--- config.mk ---
export PLATFORM = sky130hd
export DESIGN_NAME = axi4_b_sender
export DESIGN_NICKNAME = d
export VERILOG_FILES = /design/src/rtl/axi4_b_sender.sv
export SDC_FILE = /design/constraint.sdc
export NUM_CORES = 1
export LEC_CHECK = 0
export CAP_MARGIN = 20
export CORE_UTILIZATION = 57
export DETAILED_ROUTE_END_ITERATION = 16
export PLACE_DENSITY = 0.94
export SYNTH_ARGS = -nofsm -noshare
export SYNTH_HDL_FRONTEND = slang
export SYNTH_SLANG_ARGS = --single-unit
--- constraint.sdc ---
create_clock -name axi4_aclk -period 7.1 [get_ports axi4_aclk]
set_input_delay 2.13 -clock axi4_aclk [delete_from_list [all_inputs] [get_ports axi4_aclk]]
set_output_delay 2.13 -clock axi4_aclk [all_outputs]
set_load 0.02 [all_outputs]
--- src/rtl/axi4_b_sender.sv ---
// Write-response (B) channel stage of the RAB slave port.
// Forwards master-side B responses and generates local B responses for AW
// bursts that the RAB dropped. A dropped burst is answered only once its
// write data has been consumed. Both sources share one registered output
// stage and are arbitrated round-robin.
//
// Ports:
//   axi4_aclk, axi4_arstn           clock, synchronous active-low reset
//   drop, drop_id/user/prefetch     capture one dropped AW transaction
//   drop_wdone                      W sender finished discarding one dropped burst
//   wlast_received / response_sent  L2 handshake with the W sender (ENABLE_L2TLB=1)
//   stall_aw                        drop FIFO full
//   drop_overflow                   sticky: drop lost because the FIFO was full
//   m_axi4_b*                       master-side B channel (input side)
//   s_axi4_b*                       slave-side B channel (registered output)
module axi4_b_sender #(
    parameter int unsigned AXI_ID_WIDTH    = 10,
    parameter int unsigned AXI_USER_WIDTH  = 2,
    parameter int unsigned ENABLE_L2TLB    = 0,
    parameter int unsigned DROP_FIFO_DEPTH = 4
) (
    input  logic                      axi4_aclk,
    input  logic                      axi4_arstn,
    input  logic                      drop,
    input  logic [AXI_ID_WIDTH-1:0]   drop_id,
    input  logic [AXI_USER_WIDTH-1:0] drop_user,
    input  logic                      drop_prefetch,
    input  logic                      drop_wdone,
    input  logic                      wlast_received,
    output logic                      response_sent,
    output logic                      stall_aw,
    output logic                      drop_overflow,
    input  logic [AXI_ID_WIDTH-1:0]   m_axi4_bid,
    input  logic [1:0]                m_axi4_bresp,
    input  logic [AXI_USER_WIDTH-1:0] m_axi4_buser,
    input  logic                      m_axi4_bvalid,
    output logic                      m_axi4_bready,
    output logic [AXI_ID_WIDTH-1:0]   s_axi4_bid,
    output logic [1:0]                s_axi4_bresp,
    output logic [AXI_USER_WIDTH-1:0] s_axi4_buser,
    output logic                      s_axi4_bvalid,
    input  logic                      s_axi4_bready
);

    localparam int unsigned PTR_W = (DROP_FIFO_DEPTH > 2) ? $clog2(DROP_FIFO_DEPTH) : 1;
    localparam int unsigned CNT_W = PTR_W + 1;
    localparam bit          L2_EN = (ENABLE_L2TLB != 0);

    typedef struct packed {
        logic [AXI_ID_WIDTH-1:0]   id;
        logic [AXI_USER_WIDTH-1:0] user;
        logic                      prefetch;
    } drop_entry_t;

    drop_entry_t      fifo_mem [DROP_FIFO_DEPTH];
    drop_entry_t      head;
    logic [PTR_W-1:0] wr_ptr;
    logic [PTR_W-1:0] rd_ptr;
    logic [CNT_W-1:0] fifo_count;
    logic [CNT_W-1:0] count_next;
    logic [CNT_W-1:0] credit;
    logic [CNT_W-1:0] credit_next;
    logic             last_fwd;

    logic fifo_empty;
    logic credit_avail;
    logic wlast_ok;
    logic loc_req;
    logic load_en;
    logic grant_loc;
    logic push;
    logic pop;
    logic pop_credit;

    // Release and arbitration decode.
    assign fifo_empty   = (fifo_count == '0);
    assign head         = fifo_mem[rd_ptr];
    // drop_wdone is usable in the cycle it arrives, so the response follows it directly.
    assign credit_avail = (credit != '0) | drop_wdone;
    // wlast_received is still high during the response_sent cycle; it must not release a second entry.
    assign wlast_ok     = L2_EN & wlast_received & ~response_sent;
    assign loc_req      = ~fifo_empty & (credit_avail | wlast_ok);
    assign load_en      = ~s_axi4_bvalid | s_axi4_bready;
    // last_fwd=0 after reset, so the forward path wins the first contention.
    assign grant_loc    = loc_req & (~m_axi4_bvalid | last_fwd);
    assign m_axi4_bready = load_en & ~grant_loc;
    assign pop          = load_en & grant_loc;
    assign pop_credit   = pop & credit_avail;
    // stall_aw is the registered full flag; a pop in the same cycle frees a slot.
    assign push         = drop & (~stall_aw | pop);

    // Next FIFO occupancy and saturating wdone credit.
    always_comb begin
        count_next  = fifo_count + CNT_W'(push) - CNT_W'(pop);
        credit_next = credit;
        if (drop_wdone && !pop_credit) begin
            if (credit != CNT_W'(DROP_FIFO_DEPTH)) begin
                credit_next = credit + CNT_W'(1);
            end
        end else if (!drop_wdone && pop_credit) begin
            credit_next = credit - CNT_W'(1);
        end
    end

    // Drop FIFO storage; validity is tracked by the pointers only.
    always_ff @(posedge axi4_aclk) begin
        if (push) begin
            fifo_mem[wr_ptr] <= '{id: drop_id, user: drop_user, prefetch: drop_prefetch};
        end
    end

    // FIFO control, credit and status flags.
    always_ff @(posedge axi4_aclk) begin
        if (!axi4_arstn) begin
            wr_ptr        <= '0;
            rd_ptr        <= '0;
            fifo_count    <= '0;
            credit        <= '0;
            stall_aw      <= 1'b0;
            drop_overflow <= 1'b0;
            response_sent <= 1'b0;
        end else begin
            if (push) wr_ptr <= wr_ptr + PTR_W'(1);
            if (pop)  rd_ptr <= rd_ptr + PTR_W'(1);
            fifo_count    <= count_next;
            credit        <= credit_next;
            stall_aw      <= (count_next == CNT_W'(DROP_FIFO_DEPTH));
            drop_overflow <= drop_overflow | (drop & ~push);
            response_sent <= L2_EN & pop & ~credit_avail;
        end
    end

    // Output register and round-robin history.
    always_ff @(posedge axi4_aclk) begin
        if (!axi4_arstn) begin
            s_axi4_bvalid <= 1'b0;
            s_axi4_bid    <= '0;
            s_axi4_bresp  <= 2'b00;
            s_axi4_buser  <= '0;
            last_fwd      <= 1'b0;
        end else if (load_en) begin
            if (grant_loc) begin
                s_axi4_bvalid <= 1'b1;
                s_axi4_bid    <= head.id;
                s_axi4_bresp  <= head.prefetch ? 2'b00 : 2'b10;
                s_axi4_buser  <= head.user;
                last_fwd      <= 1'b0;
            end else if (m_axi4_bvalid) begin
                s_axi4_bvalid <= 1'b1;
                s_axi4_bid    <= m_axi4_bid;
                s_axi4_bresp  <= m_axi4_bresp;
                s_axi4_buser  <= m_axi4_buser;
                last_fwd      <= 1'b1;
            end else begin
                s_axi4_bvalid <= 1'b0;
            end
        end
    end

endmodule
==> run_summary.xml, run 1 <==
<?xml version="1.0" encoding="UTF-8"?>
<metrics>
  <group name="status">
    <metric name="status" unit="">finished clean</metric>
  </group>
  <group name="die">
    <metric name="floorplan.die.height" unit="um">78.3</metric>
    <metric name="die_w" unit="um">78.3</metric>
    <metric name="initial_core_util" unit="">0.596</metric>
    <metric name="fp.coreArea" unit="um2">5570</metric>
    <metric name="boundaryPins" unit="">53</metric>
    <metric name="fp-row-count" unit="">27</metric>
    <metric name="die-area" unit="um2">6140</metric>
  </group>
  <group name="grt">
    <metric name="grt_pass1_wl" unit="um">11000</metric>
    <metric name="grt.overflow.total" unit="">0</metric>
    <metric name="groute.usage.overall" unit="">0.250</metric>
    <metric name="grt_start_max_net_pins" unit="">28</metric>
    <metric name="vias_in_the_first_global_route" unit="">2219</metric>
    <metric name="antenna_found_initial" unit="">0</metric>
  </group>
  <group name="hold_path">
    <metric name="hold_path_startpoint" unit="">s_axi4_bresp[1]$_SDFFE_PN0P_</metric>
    <metric name="worst_hold_path.num_cells" unit="">2</metric>
    <metric name="hold_path_class" unit="">flop to flop</metric>
    <metric name="worst_hold_endpoint" unit="">s_axi4_bresp[1]$_SDFFE_PN0P_</metric>
  </group>
  <group name="routing">
    <metric name="firstDrtPassIters" unit="">4</metric>
    <metric name="detail_route.iter0.violations" unit="">120</metric>
    <metric name="vias" unit="">2055</metric>
    <metric name="detail_route.wirelength" unit="um">6740</metric>
    <metric name="drt-wirelength-per-cell" unit="um">19.0</metric>
    <metric name="detail-route-antenna-nets" unit="">0</metric>
    <metric name="via_per_inst" unit="">5.81</metric>
    <metric name="post-route-drc-count" unit="">0</metric>
  </group>
  <group name="job">
    <metric name="max-cap-violations" unit="">0</metric>
  </group>
  <group name="placement">
    <metric name="place.detailed.hpwl" unit="um">4310</metric>
    <metric name="postPlaceCellArea" unit="um2">3860</metric>
    <metric name="place_inst" unit="">339</metric>
    <metric name="place.gp.congestion" unit="">0.729</metric>
    <metric name="placement.io_buffers" unit="">50</metric>
    <metric name="pre_cts_ws" unit="ns">0.882</metric>
  </group>
  <group name="critical_path">
    <metric name="critPathKind" unit="">input pin to output pin</metric>
    <metric name="worst-r2r-setup-slack" unit="ns">3.82</metric>
    <metric name="critical_path_arrival" unit="ns">4.10</metric>
    <metric name="timing.critical_path.required" unit="ns">4.97</metric>
    <metric name="path_max_fanout" unit="">8</metric>
    <metric name="crit_path_start_kind" unit="">input pin</metric>
    <metric name="endpoint_of_the_lowest_slack_register_to_register_path" unit="">stall_aw$_SDFF_PN0_</metric>
    <metric name="critical_path.reg2reg.startpoint" unit="">credit[0]$_SDFFE_PN0P_</metric>
    <metric name="reg2regPathDepth" unit="">12</metric>
    <metric name="endpoint_type_of_the_worst_setup_path" unit="">output pin</metric>
  </group>
  <group name="final_layout">
    <metric name="design.final.nets" unit="">320</metric>
    <metric name="layout.core_utilization" unit="">0.730</metric>
    <metric name="area_growth" unit="%">22.5</metric>
    <metric name="drive_above_1_share" unit="">0.113</metric>
    <metric name="ff_latch_area" unit="um2">2160</metric>
    <metric name="multiInputGateArea" unit="um2">1050</metric>
    <metric name="layout.filler_cells" unit="">352</metric>
    <metric name="antenna-diode-count" unit="">0</metric>
    <metric name="final_cell_area" unit="um2">4070</metric>
    <metric name="final_cells" unit="">354</metric>
  </group>
  <group name="clock_tree">
    <metric name="cts_max_path_buffers" unit="">2</metric>
    <metric name="cts_tree" unit="">built</metric>
    <metric name="post-cts-setup-buffer-count" unit="">0</metric>
    <metric name="insertion_delay" unit="ns">0.35</metric>
    <metric name="path_clk_slew" unit="ns">0.08</metric>
    <metric name="cts_root_buf" unit="">clkbuf_8</metric>
    <metric name="cts_repair_resize_count" unit="">0</metric>
    <metric name="number_of_sinks_driven_by_the_clock_tree" unit="">82</metric>
    <metric name="cts_inserted_buffers" unit="">9</metric>
    <metric name="hold_buffers" unit="">0</metric>
    <metric name="h_tree_depth_reported_by_cts" unit="">3</metric>
  </group>
  <group name="power">
    <metric name="power.sequential.fraction" unit="">0.442</metric>
    <metric name="peakVddDrop" unit="mV">0.278</metric>
    <metric name="power.total" unit="mW">1.52</metric>
    <metric name="pwr-share-comb" unit="">0.320</metric>
    <metric name="pwr-share-clk" unit="">0.238</metric>
    <metric name="internal_power" unit="mW">1.04</metric>
    <metric name="switching_power" unit="uW">481</metric>
    <metric name="netSwitchingFraction" unit="">0.316</metric>
    <metric name="leakage" unit="nW">1.42</metric>
    <metric name="power.density_cell_area" unit="nW/um2">374</metric>
  </group>
  <group name="synthesis">
    <metric name="avgSynthCellArea" unit="um2">14.7</metric>
    <metric name="share_of_async_settable_or_async_resettable_flops_after_synthesis" unit="">0</metric>
    <metric name="synth-seq-area-share" unit="">0.651</metric>
    <metric name="mapped_nets" unit="">268</metric>
    <metric name="postSynthRegisterBits" unit="">82</metric>
    <metric name="yosys_warnings" unit="">0</metric>
    <metric name="synth_top_flop_cell" unit="">edfxtp_1</metric>
    <metric name="ys_types" unit="">39</metric>
    <metric name="post_synth_instance_area" unit="um2">3320</metric>
    <metric name="synth_cells" unit="">226</metric>
    <metric name="synth-edff-count" unit="">52</metric>
  </group>
  <group name="sta">
    <metric name="timing.final.max_slew_violations" unit="">0</metric>
    <metric name="fin_worst_hold_slack" unit="ns">0.491</metric>
    <metric name="totalNegativeSetupSlack" unit="ns">0</metric>
    <metric name="timing.final.crit_period" unit="ns">6.23</metric>
    <metric name="period_share" unit="">0.877</metric>
    <metric name="final-hold-violation-count" unit="">0</metric>
    <metric name="postLayoutSetupSlackWorst" unit="ns">0.874</metric>
    <metric name="timing_worst_slew_pin_value" unit="ns">0.937</metric>
    <metric name="setup_viol" unit="">0</metric>
    <metric name="worst_clock_skew" unit="ns">0.00978</metric>
    <metric name="max_slew_margin" unit="">0.373</metric>
    <metric name="grt_setup_unrepaired" unit="">no</metric>
    <metric name="max_clock_freq" unit="MHz">161</metric>
  </group>
</metrics>
-- layout make-up --
type / instances / share of cell area
Timing Repair Buffer: 51 / 0.125
Clock buffer: 10 / 0.0314
Clock inverter: 5 / 0.0200
Tap cell: 72 / 0.0221
Inverter: 13 / 0.0120
Sequential cell: 82 / 0.531
Multi-Input combinational cell: 121 / 0.259
-- per-layer routing --
layer,vias to the layer above,global-route usage,part of all wire
met3,11,0.0419,0.053
met2,67,0.444,0.52
li1,941,-,-
met1,1036,0.292,0.40
met5,-,0,0
met4,0,0.126,0.021
-- synthesized netlist by cell type (2+ instances only) --
library cell   n  area share
a21oi_1       16       0.024
and2_1         7       0.013
buf_2          2      0.0030
buf_6          2      0.0068
clkbuf_1       5      0.0057
dfxtp_1       30        0.18
edfxtp_1      52        0.47
fa_1           2       0.012
ha_1           6       0.023
inv_1         12       0.014
mux2i_1       16       0.048
mux4_2        13       0.088
nand2_1       11       0.012
nand2b_1       4      0.0075
nor2_1         8      0.0090
o21ai_0       13       0.020
or3_1          2      0.0038
xnor2_1        4       0.011
-- layout by cell type, fill, tap and decap left out, types with 2 or more instances in the layout --
| cell | Yosys | routed |
|---|---|---|
| clkbuf_8 | 0 | 9 |
| xnor2_1 | 4 | 4 |
| nand2_1 | 11 | 11 |
| nand2b_1 | 4 | 4 |
| ha_1 | 6 | 6 |
| edfxtp_1 | 52 | 52 |
| or3_1 | 2 | 2 |
| clkdlybuf4s50_1 | 0 | 50 |
| dfxtp_1 | 30 | 30 |
| bufinv_16 | 0 | 2 |
| mux2i_1 | 16 | 16 |
| fa_1 | 2 | 2 |
| inv_1 | 12 | 12 |
| nor2_1 | 8 | 8 |
| and2_1 | 7 | 7 |
| o21ai_0 | 13 | 13 |
| mux4_2 | 13 | 13 |
| a21oi_1 | 16 | 16 |
-- registers in the layout (all words and copies together) (netlist names), named ones only --
name / count
credit: 3
drop_overflow: 1
fifo_count: 3
fifo_mem: 52
last_fwd: 1
rd_ptr: 2
s_axi4_bid: 10
s_axi4_bresp: 2
s_axi4_buser: 2
s_axi4_bvalid: 1
stall_aw: 1
wr_ptr: 2
-- worst max-delay path by stage --
stage | from | endpoint | slack [ns] | depth (start not counted)
6_report | drop_wdone | m_axi4_bready | 0.87 | 5
5_1_grt | drop_wdone | m_axi4_bready | 0.78 | 5
4_1_cts | drop_wdone | m_axi4_bready | 0.88 | 5
3_5_place_dp | drop_wdone | m_axi4_bready | 0.88 | 5
3_3_place_gp | drop_wdone | m_axi4_bready | 0.89 | 5
2_1_floorplan | drop_wdone | m_axi4_bready | 1.49 | 6
-- critical path, cell delays in order --
cell,delay [ns]
clkdlybuf4s50_1,0.54
or4_4,0.49
and3_1,0.20
nor2_1,0.12
clkdlybuf4s50_1,0.62
-- logic make-up after synthesis --
logic type,after synthesis,share of synthesized area
AOI/OAI and AO/OA,38,0.0659
xor gates and xnor gates,4,0.0105
muxes,30,0.140
adders and majority gates,8,0.0347
buffers and inverters,23,0.0324
DFF,82,0.651
other,1,0.00113
and+or+nand+nor,40,0.0648
-- power groups by stage --
stage                     Combinational, mW  Sequential [mW]  Clock (mW)
after CTS                             0.489            0.676       0.364
after detailed placement              0.484            0.684           0
after global placement                0.463            0.678           0
after floorplan                       0.312            0.692           0
after global routing                  0.531            0.688       0.380
final                                 0.486            0.673       0.361
Note: power is estimated with default switching activity, not from simulation.
==> run 2: changes to the inputs <==
--- a/config.mk
+++ b/config.mk
@@ -6,9 +6,11 @@
 export NUM_CORES = 1
 export LEC_CHECK = 0
 export CAP_MARGIN = 20
+export CORE_MARGIN = 10
 export CORE_UTILIZATION = 57
 export DETAILED_ROUTE_END_ITERATION = 16
-export PLACE_DENSITY = 0.94
+export PLACE_DENSITY = 0.92
+export REMOVE_ABC_BUFFERS = 1
 export SYNTH_ARGS = -nofsm -noshare
 export SYNTH_HDL_FRONTEND = slang
 export SYNTH_SLANG_ARGS = --single-unit
==> run 2 against run 1 <==
Die area rose by 51%. Hold slack improved by 0.0064 ns. Clock skew rose by 0.0011 ns. Design area rose by 0.18%. Clock power rose by 1%. Critical path type unchanged. Largest power group unchanged.
==> run_summary.xml, run 2 (same netlist as run 1, synthesis figures left out) <==
<?xml version="1.0" encoding="UTF-8"?>
<metrics>
  <group name="final_layout">
    <metric name="most-common-layout-cells" unit="">edfxtp_1 (52), clkdlybuf4s50_1 (50), dfxtp_1 (30)</metric>
    <metric name="layout.filler_cells" unit="">344</metric>
    <metric name="antenna-diode-count" unit="">0</metric>
    <metric name="largest_register_ffs" unit="">52</metric>
    <metric name="reg.largest.list" unit="">fifo_mem: 52 flops, s_axi4_bid: 10 flops</metric>
    <metric name="largest-register" unit="">fifo_mem</metric>
    <metric name="area_growth" unit="%">22.7</metric>
    <metric name="layout.cells.most_common" unit="">edfxtp_1</metric>
    <metric name="drive_above_1_share" unit="">0.117</metric>
    <metric name="design.final.nets" unit="">320</metric>
    <metric name="layout.core_utilization" unit="">0.732</metric>
  </group>
  <group name="sta">
    <metric name="totalNegativeSetupSlack" unit="ns">0</metric>
    <metric name="postLayoutSetupSlackWorst" unit="ns">0.819</metric>
    <metric name="timing_worst_slew_pin_value" unit="ns">0.878</metric>
    <metric name="worst_clock_skew" unit="ns">0.0109</metric>
    <metric name="setup_viol" unit="">0</metric>
    <metric name="timing.final.crit_period" unit="ns">6.28</metric>
    <metric name="grt_setup_unrepaired" unit="">no</metric>
    <metric name="final-hold-violation-count" unit="">0</metric>
    <metric name="max_slew_margin" unit="">0.413</metric>
    <metric name="timing.final.max_slew_violations" unit="">0</metric>
    <metric name="max_clock_freq" unit="MHz">159</metric>
    <metric name="period_share" unit="">0.885</metric>
  </group>
  <group name="critical_path">
    <metric name="reg2regPathDepth" unit="">12</metric>
    <metric name="timing.critical_path.required" unit="ns">4.97</metric>
    <metric name="endpoint_of_the_lowest_slack_register_to_register_path" unit="">stall_aw$_SDFF_PN0_</metric>
    <metric name="critical_path_arrival" unit="ns">4.15</metric>
    <metric name="crit_path_start_kind" unit="">input pin</metric>
    <metric name="critical_path.reg2reg.startpoint" unit="">credit[0]$_SDFFE_PN0P_</metric>
    <metric name="endpoint_type_of_the_worst_setup_path" unit="">output pin</metric>
    <metric name="path_max_fanout" unit="">8</metric>
    <metric name="worst-r2r-setup-slack" unit="ns">3.85</metric>
    <metric name="critPathKind" unit="">input pin to output pin</metric>
  </group>
  <group name="grt">
    <metric name="groute.usage.overall" unit="">0.158</metric>
    <metric name="vias_in_the_first_global_route" unit="">2167</metric>
    <metric name="grt_pass1_wl" unit="um">10900</metric>
    <metric name="grt_start_max_net_pins" unit="">28</metric>
    <metric name="antenna_found_initial" unit="">0</metric>
    <metric name="grt.overflow.total" unit="">0</metric>
  </group>
  <group name="placement">
    <metric name="place.gp.congestion" unit="">0.842</metric>
    <metric name="pre_cts_ws" unit="ns">0.833</metric>
    <metric name="place.detailed.hpwl" unit="um">4590</metric>
    <metric name="placement.io_buffers" unit="">50</metric>
  </group>
  <group name="clock_tree">
    <metric name="cts_tree" unit="">built</metric>
    <metric name="hold_buffers" unit="">0</metric>
    <metric name="cts_root_buf" unit="">clkbuf_8</metric>
    <metric name="insertion_delay" unit="ns">0.35</metric>
    <metric name="number_of_sinks_driven_by_the_clock_tree" unit="">82</metric>
    <metric name="h_tree_depth_reported_by_cts" unit="">3</metric>
    <metric name="cts_inserted_buffers" unit="">9</metric>
    <metric name="cts_max_path_buffers" unit="">2</metric>
    <metric name="cts_repair_resize_count" unit="">0</metric>
    <metric name="path_clk_slew" unit="ns">0.08</metric>
    <metric name="post-cts-setup-buffer-count" unit="">0</metric>
  </group>
  <group name="hold_path">
    <metric name="worst_hold_path.num_cells" unit="">2</metric>
    <metric name="worst_hold_endpoint" unit="">s_axi4_bresp[1]$_SDFFE_PN0P_</metric>
    <metric name="hold_path_class" unit="">flop to flop</metric>
    <metric name="hold_path_startpoint" unit="">s_axi4_bresp[1]$_SDFFE_PN0P_</metric>
  </group>
  <group name="routing">
    <metric name="detail_route.iter0.violations" unit="">115</metric>
    <metric name="drt-wirelength-per-cell" unit="um">18.7</metric>
    <metric name="detail_route.wirelength" unit="um">6640</metric>
    <metric name="post-route-drc-count" unit="">0</metric>
    <metric name="detail-route-antenna-nets" unit="">0</metric>
    <metric name="via_per_inst" unit="">5.75</metric>
    <metric name="firstDrtPassIters" unit="">5</metric>
    <metric name="vias" unit="">2041</metric>
  </group>
  <group name="die">
    <metric name="die_w" unit="um">96.3</metric>
    <metric name="floorplan.die.height" unit="um">96.3</metric>
    <metric name="fp-row-count" unit="">27</metric>
    <metric name="initial_core_util" unit="">0.596</metric>
    <metric name="boundaryPins" unit="">53</metric>
    <metric name="fp.coreArea" unit="um2">5570</metric>
    <metric name="die-area" unit="um2">9280</metric>
  </group>
  <group name="power">
    <metric name="peakVddDrop" unit="mV">0.224</metric>
    <metric name="power.density_cell_area" unit="nW/um2">373</metric>
    <metric name="leakage" unit="nW">1.43</metric>
  </group>
  <group name="status">
    <metric name="status" unit="">finished clean</metric>
  </group>
  <group name="job">
    <metric name="max-cap-violations" unit="">0</metric>
  </group>
</metrics>
==> run 2: through the flow <==
step	instances	total power [mW]	hold slack, ns	cell area (um2)
final	355	1.52	0.497	4080
after global routing	355	1.61	0.525	4080
after CTS	355	1.53	0.500	4080
after detailed placement	339	1.17	0.484	3860
after global placement	339	1.14	0.460	3860
after floorplan	216	0.984	0.459	3260
==> run 2: critical path, stage by stage <==
cell	delay [ns]
clkdlybuf4s50_1	0.54
or4_4	0.50
and3_1	0.20
nor2_1	0.14
clkdlybuf4s50_1	0.64
==> run 2: worst max-delay path by stage <==
stage / start / end / slack (ns) / cells past startpoint
finish: drop_wdone / m_axi4_bready / 0.82 / 5
global route: drop_wdone / m_axi4_bready / 0.75 / 5
CTS: drop_wdone / m_axi4_bready / 0.83 / 5
detailed placement: drop_wdone / m_axi4_bready / 0.83 / 5
global placement: drop_wdone / m_axi4_bready / 0.88 / 5
floorplan: drop_wdone / m_axi4_bready / 1.61 / 3
==> run 2: layout make-up <==
class | count | area [um2] | share of cell area
well taps | 72 | 90.1 | 0.0221
clock inverters | 7 | 92.6 | 0.0227
clock buffers | 9 | 124 | 0.0304
repair buffers | 51 | 508 | 0.125
flip-flops and latches | 82 | 2160 | 0.530
inverters | 13 | 48.8 | 0.0120
multi-input cells | 121 | 1050 | 0.258
==> run 2: layer usage <==
metal / up-vias / GRT usage / share of wire
li1: 945 / - / -
met1: 1008 / 0.175 / 0.40
met2: 74 / 0.268 / 0.51
met3: 14 / 0.0537 / 0.073
met4: 0 / 0.0738 / 0.023
met5: - / 0 / 0
==> run 2: where the power goes <==
group,switching [mW],internal [mW],leakage (nW)
clock network,0.168,0.198,0.109
logic,0.242,0.240,0.593
registers,0.0685,0.605,0.725
==> run 3: changes to the inputs <==
--- a/config.mk
+++ b/config.mk
@@ -5,12 +5,13 @@
 export SDC_FILE = /design/constraint.sdc
 export NUM_CORES = 1
 export LEC_CHECK = 0
+export ABC_AREA = 1
 export CAP_MARGIN = 20
 export CORE_MARGIN = 10
 export CORE_UTILIZATION = 57
 export DETAILED_ROUTE_END_ITERATION = 16
 export PLACE_DENSITY = 0.92
-export REMOVE_ABC_BUFFERS = 1
+export SKIP_LAST_GASP = 1
 export SYNTH_ARGS = -nofsm -noshare
 export SYNTH_HDL_FRONTEND = slang
 export SYNTH_SLANG_ARGS = --single-unit
==> run 3 against run 2 <==
Combinational power increased by 2%. Clock power down 26%. Sequential power decreased by 3.0%. Largest power group unchanged.
==> run_summary.xml, run 3 <==
<?xml version="1.0" encoding="UTF-8"?>
<metrics>
  <group name="routing">
    <metric name="detail_route.wirelength" unit="um">7330</metric>
    <metric name="drt-wirelength-per-cell" unit="um">15.6</metric>
    <metric name="post-route-drc-count" unit="">0</metric>
    <metric name="via_per_inst" unit="">5.34</metric>
    <metric name="firstDrtPassIters" unit="">4</metric>
    <metric name="detail_route.iter0.violations" unit="">174</metric>
    <metric name="detail-route-antenna-nets" unit="">0</metric>
    <metric name="vias" unit="">2517</metric>
  </group>
  <group name="final_layout">
    <metric name="most-common-layout-cells" unit="">nor2_1 (68), nand2_1 (58), edfxtp_1 (52)</metric>
    <metric name="area_growth" unit="%">20.5</metric>
    <metric name="layout.cells.most_common" unit="">nor2_1</metric>
    <metric name="multiInputGateArea" unit="um2">1090</metric>
    <metric name="largest_register_ffs" unit="">52</metric>
    <metric name="ff_latch_area" unit="um2">2160</metric>
    <metric name="drive_above_1_share" unit="">0.0530</metric>
    <metric name="largest-register" unit="">fifo_mem</metric>
    <metric name="antenna-diode-count" unit="">0</metric>
    <metric name="reg.largest.list" unit="">fifo_mem: 52 flops, s_axi4_bid: 10 flops</metric>
    <metric name="design.final.nets" unit="">433</metric>
    <metric name="layout.filler_cells" unit="">418</metric>
  </group>
  <group name="grt">
    <metric name="grt.overflow.total" unit="">0</metric>
    <metric name="antenna_found_initial" unit="">0</metric>
    <metric name="groute.usage.overall" unit="">0.151</metric>
    <metric name="vias_in_the_first_global_route" unit="">2504</metric>
    <metric name="grt_pass1_wl" unit="um">11800</metric>
    <metric name="grt_start_max_net_pins" unit="">28</metric>
  </group>
  <group name="die">
    <metric name="floorplan.die.height" unit="um">97.8</metric>
    <metric name="boundaryPins" unit="">53</metric>
    <metric name="initial_core_util" unit="">0.586</metric>
    <metric name="fp-row-count" unit="">28</metric>
    <metric name="die-area" unit="um2">9560</metric>
    <metric name="fp.coreArea" unit="um2">5890</metric>
    <metric name="die_w" unit="um">97.8</metric>
  </group>
  <group name="clock_tree">
    <metric name="cts_inserted_buffers" unit="">9</metric>
    <metric name="cts_max_path_buffers" unit="">2</metric>
    <metric name="post-cts-setup-buffer-count" unit="">0</metric>
    <metric name="number_of_sinks_driven_by_the_clock_tree" unit="">82</metric>
    <metric name="cts_repair_resize_count" unit="">0</metric>
    <metric name="h_tree_depth_reported_by_cts" unit="">3</metric>
    <metric name="insertion_delay" unit="ns">0.35</metric>
    <metric name="cts_root_buf" unit="">clkbuf_8</metric>
    <metric name="hold_buffers" unit="">0</metric>
    <metric name="cts_tree" unit="">built</metric>
    <metric name="path_clk_slew" unit="ns">0.08</metric>
  </group>
  <group name="critical_path">
    <metric name="timing.critical_path.required" unit="ns">4.97</metric>
    <metric name="endpoint_type_of_the_worst_setup_path" unit="">output pin</metric>
    <metric name="critical_path_arrival" unit="ns">3.88</metric>
    <metric name="crit_path_start_kind" unit="">input pin</metric>
    <metric name="critPathKind" unit="">input pin to output pin</metric>
    <metric name="path_max_fanout" unit="">18</metric>
  </group>
  <group name="sta">
    <metric name="timing_worst_slew_pin_value" unit="ns">0.956</metric>
    <metric name="period_share" unit="">0.847</metric>
    <metric name="timing.final.max_slew_violations" unit="">0</metric>
    <metric name="max_clock_freq" unit="MHz">166</metric>
    <metric name="final-hold-violation-count" unit="">0</metric>
    <metric name="worst_clock_skew" unit="ns">0.0100</metric>
    <metric name="totalNegativeSetupSlack" unit="ns">0</metric>
    <metric name="grt_setup_unrepaired" unit="">no</metric>
    <metric name="setup_viol" unit="">0</metric>
    <metric name="timing.final.crit_period" unit="ns">6.01</metric>
    <metric name="max_slew_margin" unit="">0.362</metric>
  </group>
  <group name="synthesis">
    <metric name="synth_compound_gate_area_share" unit="">0.101</metric>
    <metric name="synth_largest_area_cell" unit="">edfxtp_1</metric>
    <metric name="most_common_cell_in_the_synthesized_netlist" unit="">nor2_1</metric>
    <metric name="synth_area_leaders" unit="">edfxtp_1 (45%), dfxtp_1 (17%), nor2_1 (7.4%), nand2_1 (6.3%), o21ai_0 (4.5%)</metric>
    <metric name="synth-edff-count" unit="">52</metric>
    <metric name="synthXorXnorAreaFrac" unit="">0.00508</metric>
    <metric name="synth_cells" unit="">340</metric>
    <metric name="ys_top_cells_by_count" unit="">nor2_1 (68), nand2_1 (58), edfxtp_1 (52)</metric>
    <metric name="yosys_warnings" unit="">0</metric>
    <metric name="synth_top_family_by_area" unit="">simple AND/OR/NAND/NOR gates</metric>
    <metric name="synth_top_area_share" unit="">0.453</metric>
    <metric name="ys_types" unit="">26</metric>
    <metric name="avgSynthCellArea" unit="um2">10.1</metric>
    <metric name="synth-adder-area-share" unit="">0.0334</metric>
    <metric name="synth-seq-area-share" unit="">0.627</metric>
    <metric name="synth_top_flop_cell" unit="">edfxtp_1</metric>
    <metric name="yosys-mux-area-fraction" unit="">0</metric>
    <metric name="post_synth_and_or_nand_nor_area_fraction" unit="">0.176</metric>
    <metric name="postSynthRegisterBits" unit="">82</metric>
    <metric name="mapped_nets" unit="">382</metric>
    <metric name="share_of_async_settable_or_async_resettable_flops_after_synthesis" unit="">0</metric>
    <metric name="post_synth_instance_area" unit="um2">3450</metric>
  </group>
  <group name="power">
    <metric name="switching_power" unit="uW">505</metric>
    <metric name="power.total" unit="mW">1.41</metric>
    <metric name="internal_power" unit="uW">909</metric>
    <metric name="peakVddDrop" unit="mV">0.190</metric>
    <metric name="power.sequential.fraction" unit="">0.462</metric>
    <metric name="pwr-share-comb" unit="">0.347</metric>
    <metric name="leakage" unit="nW">1.73</metric>
    <metric name="netSwitchingFraction" unit="">0.357</metric>
    <metric name="pwr-share-clk" unit="">0.191</metric>
    <metric name="power.density_cell_area" unit="nW/um2">340</metric>
  </group>
  <group name="placement">
    <metric name="place.gp.congestion" unit="">0.789</metric>
    <metric name="placement.io_buffers" unit="">50</metric>
    <metric name="place.detailed.hpwl" unit="um">5230</metric>
  </group>
  <group name="hold_path">
    <metric name="hold_path_class" unit="">flop to flop</metric>
  </group>
  <group name="job">
    <metric name="max-cap-violations" unit="">0</metric>
  </group>
  <group name="status">
    <metric name="status" unit="">finished clean</metric>
  </group>
</metrics>
==> run 3: cell types whose count changed after synthesis, sizes merged, moves of 6 or more <==
cell / delta
mux4: -13
nand3: +18
nor2: +60
a21oi: -7
inv: +18
mux2i: -16
o211a: +11
and2: -7
o21ai: +19
buf: +6
nand2: +50
==> run 3: power by group through the flow <==
stage / registers, mW / clock network [mW] / logic [mW]
6_report: 0.654 / 0.271 / 0.490
4_1_cts: 0.653 / 0.272 / 0.493
3_3_place_gp: 0.659 / 0 / 0.452
2_1_floorplan: 0.672 / 0 / 0.315
5_1_grt: 0.663 / 0.290 / 0.554
3_5_place_dp: 0.664 / 0 / 0.486
==> run 3: layer usage <==
| layer | vias up | part of all wire | GRT usage |
|---|---|---|---|
| met4 | 0 | 0.024 | 0.0861 |
| li1 | 1232 | - | - |
| met1 | 1205 | 0.42 | 0.174 |
| met2 | 67 | 0.49 | 0.244 |
| met5 | - | 0 | 0 |
| met3 | 13 | 0.061 | 0.0493 |
==> run 3: path summary, 6_finish.rpt <==
| check | depth (start not counted) | slack, ns | endpoint | start |
|---|---|---|---|---|
| min reg2reg | 2 | 0.46 | drop_overflow$_SDFF_PN0_ | drop_overflow$_SDFF_PN0_ |
| max reg2reg | 12 | 4.43 | stall_aw$_SDFF_PN0_ | fifo_count[1]$_SDFF_PN0_ |
| min | 2 | 0.46 | drop_overflow$_SDFF_PN0_ | drop_overflow$_SDFF_PN0_ |
| max | 7 | 1.09 | m_axi4_bready | drop_wdone |
==> run 3: cell type report <==
class,instances,area share
flip-flops and latches,82,0.520
repair buffers,54,0.131
inverters,30,0.0271
clock inverters,6,0.00572
clock buffers,10,0.0307
well taps,75,0.0226
multi-input cells,214,0.262
==> run 3: critical path, cell delays in order <==
cell             delay [ns]
clkdlybuf4s50_1        0.51
nor2_1                 0.19
nand2_2                0.10
nand3_4                0.19
nand2_1                0.07
inv_1                  0.09
clkdlybuf4s50_1        0.61
==> run 3: cell families (layout without fill, tap and decap cells) <==
| group | Yosys count | after routing |
|---|---|---|
| buf+inv | 44 | 100 |
| fa+ha+maj | 8 | 8 |
| simple gates | 149 | 149 |
| flops | 82 | 82 |
| other cells | 1 | 1 |
| xor+xnor | 2 | 2 |
| compound gates | 54 | 54 |
==> run 3: metrics by stage <==
step / worst slack [ns] / util / hold WS (ns) / instance area (um2) / std cells
after floorplan: 2.33 / - / 0.439 / 3450 / 340
after global placement: 1.19 / 0.673 / 0.444 / 3960 / 451
after detailed placement: 1.12 / 0.680 / 0.458 / 4000 / 455
after CTS: 1.11 / 0.706 / 0.470 / 4160 / 471
after global routing: 0.959 / 0.706 / 0.499 / 4160 / 471
final: 1.09 / 0.706 / 0.465 / 4160 / 471
